<file path="src/rtl/decode_stage.sv">
// RV32I instruction-decode stage: a combinational decoder writes into a
// DEPTH-entry valid/ready FIFO towards execute; tracks illegal words.

package decode_pkg;

  localparam int unsigned IMM_W = 32;

  localparam logic [3:0] ALU_ADD  = 4'b0000;
  localparam logic [3:0] ALU_SLL  = 4'b0001;
  localparam logic [3:0] ALU_SLT  = 4'b0010;
  localparam logic [3:0] ALU_SLTU = 4'b0011;
  localparam logic [3:0] ALU_XOR  = 4'b0100;
  localparam logic [3:0] ALU_SRL  = 4'b0101;
  localparam logic [3:0] ALU_SUB  = 4'b1000;
  localparam logic [3:0] ALU_SRA  = 4'b1101;

  typedef struct packed {
    logic branch;
    logic link;
    logic expect_zero;
    logic use_imm;
    logic pc_src1;
    logic mem_read;
    logic mem_write;
    logic is_ecall;
    logic is_ebreak;
  } instr_flags_t;

  typedef struct packed {
    instr_flags_t     flags;
    logic [3:0]       alu_op;
    logic [4:0]       rd;
    logic [4:0]       rs1;
    logic [4:0]       rs2;
    logic [IMM_W-1:0] imm;
  } instruction_t;

  function automatic instruction_t nop_instr();
    instruction_t n;
    n               = '0;
    n.flags.use_imm = 1'b1;
    n.alu_op        = ALU_ADD;
    return n;
  endfunction

endpackage

module decode_stage
  import decode_pkg::*;
#(
  parameter int unsigned XLEN           = 32,
  parameter int unsigned DEPTH          = 2,
  parameter int unsigned CNT_W          = 8,
  parameter bit          ENABLE_SUBWORD = 1'b1,
  parameter bit          ENABLE_ECALL   = 1'b1
) (
  input  logic               clk,
  input  logic               reset,
  input  logic               flush,
  input  logic               in_valid,
  output logic               in_ready,
  input  logic [31:0]        in_word,
  input  logic [XLEN-1:0]    in_pc,
  output logic               out_valid,
  input  logic               out_ready,
  output instruction_t       out_instr,
  output logic [XLEN-1:0]    out_pc,
  output logic [1:0]         out_mem_size,
  output logic               out_mem_unsigned,
  output logic               out_illegal,
  output logic               error,
  output logic [CNT_W-1:0]   illegal_count
);

  localparam int unsigned PW = (DEPTH > 1) ? $clog2(DEPTH) : 1;
  localparam int unsigned CW = $clog2(DEPTH + 1);

  localparam logic [1:0] SZ_BYTE = 2'b00;
  localparam logic [1:0] SZ_HALF = 2'b01;
  localparam logic [1:0] SZ_WORD = 2'b10;

  localparam logic [6:0] OP_LUI    = 7'b0110111;
  localparam logic [6:0] OP_AUIPC  = 7'b0010111;
  localparam logic [6:0] OP_JAL    = 7'b1101111;
  localparam logic [6:0] OP_JALR   = 7'b1100111;
  localparam logic [6:0] OP_BRANCH = 7'b1100011;
  localparam logic [6:0] OP_LOAD   = 7'b0000011;
  localparam logic [6:0] OP_STORE  = 7'b0100011;
  localparam logic [6:0] OP_IMM    = 7'b0010011;
  localparam logic [6:0] OP_REG    = 7'b0110011;
  localparam logic [6:0] OP_FENCE  = 7'b0001111;
  localparam logic [6:0] OP_SYSTEM = 7'b1110011;

  typedef struct packed {
    instruction_t    instr;
    logic [XLEN-1:0] pc;
    logic [1:0]      mem_size;
    logic            mem_unsigned;
    logic            illegal;
  } entry_t;

  function automatic logic [PW-1:0] ptr_inc(input logic [PW-1:0] p);
    logic [PW-1:0] n;
    if (p == PW'(DEPTH - 1)) begin
      n = '0;
    end else begin
      n = p + PW'(1);
    end
    return n;
  endfunction

  logic [6:0]       opcode_s;
  logic [2:0]       funct3_s;
  logic [6:0]       funct7_s;
  logic [4:0]       rd_s;
  logic [4:0]       rs1_s;
  logic [4:0]       rs2_s;
  logic [IMM_W-1:0] imm_i_s;
  logic [IMM_W-1:0] imm_s_s;
  logic [IMM_W-1:0] imm_b_s;
  logic [IMM_W-1:0] imm_u_s;
  logic [IMM_W-1:0] imm_j_s;
  logic [IMM_W-1:0] imm_sh_s;

  assign opcode_s = in_word[6:0];
  assign rd_s     = in_word[11:7];
  assign funct3_s = in_word[14:12];
  assign rs1_s    = in_word[19:15];
  assign rs2_s    = in_word[24:20];
  assign funct7_s = in_word[31:25];
  assign imm_i_s  = IMM_W'($signed(in_word[31:20]));
  assign imm_s_s  = IMM_W'($signed({in_word[31:25], in_word[11:7]}));
  assign imm_b_s  = IMM_W'($signed({in_word[31], in_word[7], in_word[30:25], in_word[11:8], 1'b0}));
  assign imm_u_s  = IMM_W'($signed({in_word[31:12], 12'b0}));
  assign imm_j_s  = IMM_W'($signed({in_word[31], in_word[19:12], in_word[20], in_word[30:21], 1'b0}));
  assign imm_sh_s = IMM_W'(in_word[24:20]);

  instruction_t dec_instr_s;
  logic [1:0]   dec_size_s;
  logic         dec_unsigned_s;
  logic         dec_subword_s;
  logic         dec_bad_s;
  logic         dec_illegal_s;
  entry_t       entry_s;

  // Decoder: starts from the NOP record and fills in per opcode.
  always_comb begin
    dec_instr_s    = nop_instr();
    dec_size_s     = SZ_BYTE;
    dec_unsigned_s = 1'b0;
    dec_subword_s  = 1'b0;
    dec_bad_s      = 1'b0;
    case (opcode_s)
      OP_LUI: begin
        dec_instr_s.alu_op = ALU_XOR;
        dec_instr_s.rd     = rd_s;
        dec_instr_s.imm    = imm_u_s;
      end
      OP_AUIPC: begin
        dec_instr_s.flags.pc_src1 = 1'b1;
        dec_instr_s.rd            = rd_s;
        dec_instr_s.imm           = imm_u_s;
      end
      OP_JAL: begin
        dec_instr_s.flags.branch      = 1'b1;
        dec_instr_s.flags.link        = 1'b1;
        dec_instr_s.flags.expect_zero = 1'b1;
        dec_instr_s.flags.use_imm     = 1'b0;
        dec_instr_s.rd                = rd_s;
        dec_instr_s.imm               = imm_j_s;
      end
      OP_JALR: begin
        dec_instr_s.flags.branch      = 1'b1;
        dec_instr_s.flags.link        = 1'b1;
        dec_instr_s.flags.expect_zero = 1'b1;
        dec_instr_s.rd                = rd_s;
        dec_instr_s.rs1               = rs1_s;
        dec_instr_s.imm               = imm_i_s;
        dec_bad_s                     = (funct3_s != 3'b000);
      end
      OP_BRANCH: begin
        dec_instr_s.flags.branch  = 1'b1;
        dec_instr_s.flags.use_imm = 1'b0;
        dec_instr_s.rs1           = rs1_s;
        dec_instr_s.rs2           = rs2_s;
        dec_instr_s.imm           = imm_b_s;
        case (funct3_s)
          3'b000: begin dec_instr_s.alu_op = ALU_SUB;  dec_instr_s.flags.expect_zero = 1'b1; end
          3'b001: begin dec_instr_s.alu_op = ALU_SUB;  dec_instr_s.flags.expect_zero = 1'b0; end
          3'b100: begin dec_instr_s.alu_op = ALU_SLT;  dec_instr_s.flags.expect_zero = 1'b0; end
          3'b101: begin dec_instr_s.alu_op = ALU_SLT;  dec_instr_s.flags.expect_zero = 1'b1; end
          3'b110: begin dec_instr_s.alu_op = ALU_SLTU; dec_instr_s.flags.expect_zero = 1'b0; end
          3'b111: begin dec_instr_s.alu_op = ALU_SLTU; dec_instr_s.flags.expect_zero = 1'b1; end
          default: dec_bad_s = 1'b1;
        endcase
      end
      OP_LOAD: begin
        dec_instr_s.flags.mem_read = 1'b1;
        dec_instr_s.rd             = rd_s;
        dec_instr_s.rs1            = rs1_s;
        dec_instr_s.imm            = imm_i_s;
        case (funct3_s)
          3'b000: begin dec_size_s = SZ_BYTE; dec_subword_s = 1'b1; end
          3'b001: begin dec_size_s = SZ_HALF; dec_subword_s = 1'b1; end
          3'b010: begin dec_size_s = SZ_WORD; end
          3'b100: begin dec_size_s = SZ_BYTE; dec_unsigned_s = 1'b1; dec_subword_s = 1'b1; end
          3'b101: begin dec_size_s = SZ_HALF; dec_unsigned_s = 1'b1; dec_subword_s = 1'b1; end
          default: dec_bad_s = 1'b1;
        endcase
      end
      OP_STORE: begin
        dec_instr_s.flags.mem_write = 1'b1;
        dec_instr_s.rs1             = rs1_s;
        dec_instr_s.rs2             = rs2_s;
        dec_instr_s.imm             = imm_s_s;
        case (funct3_s)
          3'b000: begin dec_size_s = SZ_BYTE; dec_subword_s = 1'b1; end
          3'b001: begin dec_size_s = SZ_HALF; dec_subword_s = 1'b1; end
          3'b010: begin dec_size_s = SZ_WORD; end
          default: dec_bad_s = 1'b1;
        endcase
      end
      OP_IMM: begin
        dec_instr_s.rd  = rd_s;
        dec_instr_s.rs1 = rs1_s;
        case (funct3_s)
          3'b001: begin
            dec_instr_s.alu_op = ALU_SLL;
            dec_instr_s.imm    = imm_sh_s;
            dec_bad_s          = (funct7_s != 7'b0000000);
          end
          3'b101: begin
            dec_instr_s.alu_op = {funct7_s[5], funct3_s};
            dec_instr_s.imm    = imm_sh_s;
            dec_bad_s          = (funct7_s != 7'b0000000) && (funct7_s != 7'b0100000);
          end
          default: begin
            // funct7 bits belong to the immediate here, so they never select SUB.
            dec_instr_s.alu_op = {1'b0, funct3_s};
            dec_instr_s.imm    = imm_i_s;
          end
        endcase
      end
      OP_REG: begin
        dec_instr_s.flags.use_imm = 1'b0;
        dec_instr_s.rd            = rd_s;
        dec_instr_s.rs1           = rs1_s;
        dec_instr_s.rs2           = rs2_s;
        dec_instr_s.imm           = '0;
        dec_instr_s.alu_op        = {funct7_s[5], funct3_s};
        if (funct7_s == 7'b0000000) begin
          dec_bad_s = 1'b0;
        end else if ((funct7_s == 7'b0100000) && ((funct3_s == 3'b000) || (funct3_s == 3'b101))) begin
          dec_bad_s = 1'b0;
        end else begin
          dec_bad_s = 1'b1;
        end
      end
      OP_FENCE: begin
        dec_bad_s = 1'b0;
      end
      OP_SYSTEM: begin
        if (in_word == 32'h0000_0073) begin
          dec_instr_s.flags.is_ecall = ENABLE_ECALL;
          dec_bad_s                  = !ENABLE_ECALL;
        end else if (in_word == 32'h0010_0073) begin
          dec_instr_s.flags.is_ebreak = 1'b1;
        end else begin
          dec_bad_s = 1'b1;
        end
      end
      default: dec_bad_s = 1'b1;
    endcase
  end

  assign dec_illegal_s = dec_bad_s | (dec_subword_s & !ENABLE_SUBWORD);

  // Illegal words are pushed as a flagged NOP so execute can trap precisely.
  always_comb begin
    entry_s.pc      = in_pc;
    entry_s.illegal = dec_illegal_s;
    if (dec_illegal_s) begin
      entry_s.instr        = nop_instr();
      entry_s.mem_size     = SZ_BYTE;
      entry_s.mem_unsigned = 1'b0;
    end else begin
      entry_s.instr        = dec_instr_s;
      entry_s.mem_size     = dec_size_s;
      entry_s.mem_unsigned = dec_unsigned_s;
    end
  end

  entry_t           mem_q [DEPTH];
  entry_t           mem_d [DEPTH];
  logic [PW-1:0]    rptr_q, rptr_d;
  logic [PW-1:0]    wptr_q, wptr_d;
  logic [CW-1:0]    count_q, count_d;
  logic             error_q, error_d;
  logic [CNT_W-1:0] ill_cnt_q, ill_cnt_d;
  logic             push_s;
  logic             pop_s;

  assign out_valid = (count_q != '0);
  assign in_ready  = (count_q < CW'(DEPTH)) || out_ready;
  assign push_s    = in_valid && in_ready;
  assign pop_s     = out_valid && out_ready;

  // FIFO and status next state; flush wins over push and pop.
  always_comb begin
    mem_d     = mem_q;
    rptr_d    = rptr_q;
    wptr_d    = wptr_q;
    count_d   = count_q;
    error_d   = error_q;
    ill_cnt_d = ill_cnt_q;
    if (flush) begin
      rptr_d  = '0;
      wptr_d  = '0;
      count_d = '0;
    end else begin
      if (push_s) begin
        mem_d[wptr_q] = entry_s;
        wptr_d        = ptr_inc(wptr_q);
      end else begin
        wptr_d = wptr_q;
      end
      if (pop_s) begin
        rptr_d = ptr_inc(rptr_q);
      end else begin
        rptr_d = rptr_q;
      end
      case ({push_s, pop_s})
        2'b10:   count_d = count_q + CW'(1);
        2'b01:   count_d = count_q - CW'(1);
        default: count_d = count_q;
      endcase
      if (push_s && dec_illegal_s) begin
        error_d   = 1'b1;
        ill_cnt_d = (ill_cnt_q == {CNT_W{1'b1}}) ? ill_cnt_q : ill_cnt_q + CNT_W'(1);
      end else begin
        error_d   = error_q;
        ill_cnt_d = ill_cnt_q;
      end
    end
  end

  // State registers.
  always_ff @(posedge clk or posedge reset) begin
    if (reset) begin
      for (int i = 0; i < int'(DEPTH); i++) begin
        mem_q[i] <= '0;
      end
      rptr_q    <= '0;
      wptr_q    <= '0;
      count_q   <= '0;
      error_q   <= 1'b0;
      ill_cnt_q <= '0;
    end else begin
      mem_q     <= mem_d;
      rptr_q    <= rptr_d;
      wptr_q    <= wptr_d;
      count_q   <= count_d;
      error_q   <= error_d;
      ill_cnt_q <= ill_cnt_d;
    end
  end

  entry_t head_s;

  // Head presentation; an empty FIFO shows a NOP record and zeros.
  always_comb begin
    head_s = mem_q[rptr_q];
    if (out_valid) begin
      out_instr        = head_s.instr;
      out_pc           = head_s.pc;
      out_mem_size     = head_s.mem_size;
      out_mem_unsigned = head_s.mem_unsigned;
      out_illegal      = head_s.illegal;
    end else begin
      out_instr        = nop_instr();
      out_pc           = '0;
      out_mem_size     = 2'b00;
      out_mem_unsigned = 1'b0;
      out_illegal      = 1'b0;
    end
  end

  assign error         = error_q;
  assign illegal_count = ill_cnt_q;

endmodule

</file>
<file path="config.mk">
export PLATFORM = sky130hd
export DESIGN_NAME = decode_stage
export DESIGN_NICKNAME = d
export VERILOG_FILES = /design/src/rtl/decode_stage.sv
export SDC_FILE = /design/constraint.sdc
export NUM_CORES = 1
export LEC_CHECK = 0
export CORE_MARGIN = 4
export CORE_UTILIZATION = 48
export DETAILED_ROUTE_END_ITERATION = 10
export GPL_ROUTABILITY_DRIVEN = 0
export PLACE_DENSITY = 0.77
export SYNTH_ARGS = -nofsm -noshare
export SYNTH_HDL_FRONTEND = slang
export SYNTH_SLANG_ARGS = --single-unit
</file>
<file path="constraint.sdc">
create_clock -name clk -period 6 [get_ports clk]
set_clock_uncertainty 0.05 [all_clocks]
set_input_delay 0.6 -clock clk [delete_from_list [all_inputs] [get_ports clk]]
set_output_delay 0.6 -clock clk [all_outputs]
set_load 0.01 [all_outputs]
</file>
==> metrics.yaml <==
power_and_ir_drop:
  power_frac_clock_pct: 39.1
  switching_share_pct: 26.5
  p_total_mw: 3.58
  p_switching_mw: 0.950
  peakVddDrop_mv: 0.204
  power.density_mw_per_mm2: 281
  p_leak_nw: 5.53
  p_int_mw: 2.63
  p_seq_share_pct: 45.4
  pwr-share-comb_pct: 15.5
logic_synthesis:
  ys_top_cells_by_area: "dfrtp_1, nand2_1, mux2i_1"
  yosysTopAreaCell: "dfrtp_1"
  ys.warnings.count: 0
  synthCells: 1153
  synth_nets: 1223
  avgSynthCellArea_um2: 8.74
  async_flop_share_pct: 100
  ys_ff_latch: 205
  synth.distinct_cells: 49
  synth_seq_area_share_pct: 50.9
  synth_top_area_share_pct: 50.9
  synthFlopType: "dfrtp_1"
  synth_edf_count: 0
  synthesis.area_mm2: 0.0101
worst_hold_path:
  min_path_type: "reg2reg"
placement:
  pre_cts_ws_ns: 1.53
  io_buffers: 175
  placed_cell_area_mm2: 0.0120
  dp_cells: 1528
  dp_hpwl_um: 17800
sta:
  rsz0062_at_grt: "no"
  relSlewSlack_pct: 14.2
  finalHoldViolCount: 0
  fin_ws_ns: 1.93
  fmax_mhz: 246
  setup_tns_ns: 0
  fin_crit_ns: 4.07
  period_share_pct: 67.8
  setup_viol: 0
  hold_ws_ns: 0.419
  worstMarginPinSlew_ns: 1.29
  final_max_slew_viol_count: 0
layout:
  final_area_mm2: 0.0127
  fillers: 1769
  final_common_cell: "nand2_1"
  finalNetCount: 1353
  area_growth_syn_to_layout_pct: 26.3
  drive_gt1_share_pct: 5.10
  final_util_pct: 62.3
  final_cell_mix: "nand2_1, dfrtp_1, clkdlybuf4s50_1"
  final_cells: 1564
  antennaDiodeCount: 0
drt:
  drtPass1Iterations: 5
  vias: 8648
  finalWirelength_um: 27100
  avgViaCountPerCell: 5.53
  ant_nets: 0
  drc: 0
  drt-wirelength-per-cell_um: 17.3
  drt_iter0_markers: 694
worst_setup_path:
  cp_slowest_cell: "o2111ai_1"
  critPathKind: "in2reg"
  cp_cell_sequence: "clkdlybuf4s50_1 > nand4bb_2 > or3_1 > o2111ai_1 > nand2b_1 > and3_1 > mux2_2"
  critPathRequiredTime_ns: 6.34
  cpPeakStageDelay_ns: 0.72
  critPathCaptureType: "register"
  cp.arrival_ns: 4.41
  start_kind: "primary input"
  path_max_fanout: 19
floorplan:
  start_util_pct: 49.3
  rows: 52
  core_mm2: 0.0204
  io_pins: 176
  die_w_um: 153
  die_h_um: 153
  die_area_mm2: 0.0234
clock_network:
  clockRootBuffer: "clkbuf_16"
  h-tree-depth: 1
  cts_buffers: 23
  tritoncts: "done"
  clk_latency_ns: 0.50
  clock_sinks: 205
  post_cts_buffers: 0
  ctsHoldBuffers: 0
  clockBufferDepth: 3
  cts_resized: 0
  clkTransAtPathRegs_ns: 0.06
global_route:
  grt_pass1_vias: 8456
  antenna_found_initial: 0
  overflow: 0
  grt.total_usage_pct: 22.5
  grt_pass1_wl_um: 44100
  grt_max_degree: 206
job:
  maxCapViolations: 0
status:
  status: "finished clean"
[worst max-delay path: cells and delay by family]
| kind | cells | cell delay [ns] |
|---|---|---|
| compound gates | 1 | 0.72 |
| mux | 1 | 0.34 |
| buf+inv | 1 | 0.66 |
| simple gates | 4 | 2.07 |
[state kept, by name, indices dropped and copies added, names as in the netlist]
register,count
count_q,2
error,1
illegal_count,8
mem_q,192
rptr_q,1
wptr_q,1
[layer usage]
| layer | part of all wire (%) | up-vias | track usage (%) |
|---|---|---|---|
| met3 | 6.9 | 51 | 4.35 |
| met5 | 0 | - | 0 |
| met1 | 46 | 4153 | 32.4 |
| li1 | - | 4113 | - |
| met4 | 2.5 | 0 | 5.77 |
| met2 | 45 | 331 | 35.3 |
[synthesized netlist by cell type, types with 5 or more instances]
library cell	n
nor4_1	7
o41ai_1	7
a31oi_1	5
mux2i_1	96
o31ai_1	15
a21oi_1	13
mux2_2	9
nor2_1	119
xor2_1	7
nand2b_1	9
a22o_1	15
inv_1	5
dfrtp_1	205
o21ai_0	94
and3_1	6
a21o_1	21
nand3_1	17
nand2_1	369
nor3_1	14
buf_1	9
nor2b_1	5
clkbuf_1	66
[power by group through the flow]
stage	Combinational, mW	Sequential (mW)	Clock [mW]
detailed placement	0.557	1.65	0
CTS	0.560	1.63	1.42
finish	0.555	1.63	1.40
global route	0.614	1.65	1.48
global placement	0.546	1.64	0
floorplan	0.339	1.62	0
[kinds of logic (layout without fill, tap and decap cells)]
| logic type | after synthesis | after routing | synth area share (%) |
|---|---|---|---|
| compound gates | 187 | 187 | 11.6 |
| xor+xnor | 8 | 8 | 0.696 |
| mux | 105 | 105 | 10.5 |
| simple gates | 561 | 561 | 22.7 |
| buf+inv | 86 | 227 | 3.37 |
| fa+ha+maj | 1 | 1 | 0.124 |
| flops | 205 | 205 | 50.9 |
[path summary, 6_finish.rpt]
| path | slack [ns] | to | from | cells past startpoint |
|---|---|---|---|---|
| setup / recovery | 1.93 | illegal_count[1]$_DFFE_PP0P_ | in_word[3] | 7 |
| hold / removal | 0.42 | error$_DFFE_PP0P_ | error$_DFFE_PP0P_ | 1 |
| setup reg to reg | 3.01 | mem_q[44]$_DFFE_PP0P_ | count_q[1]$_DFFE_PP0P_ | 6 |
| hold reg to reg | 0.42 | error$_DFFE_PP0P_ | error$_DFFE_PP0P_ | 1 |
| max in group asynchronous | 4.11 | rptr_q$_DFFE_PP0P_ | reset | 3 |
| min in group asynchronous | 0.58 | illegal_count[3]$_DFFE_PP0P_ | reset | 3 |
[area by class of cell]
cell class	instances	area [µm²]	area share (%)
clock buffer	29	628	4.94
clock inverter	7	113	0.885
inverter	5	22.5	0.177
multi-input combinational	862	4640	36.5
sequential	205	5130	40.3
tap	270	338	2.66
timing repair buffer	186	1850	14.5
No activity file was read; power rests on OpenSTA's default activity.
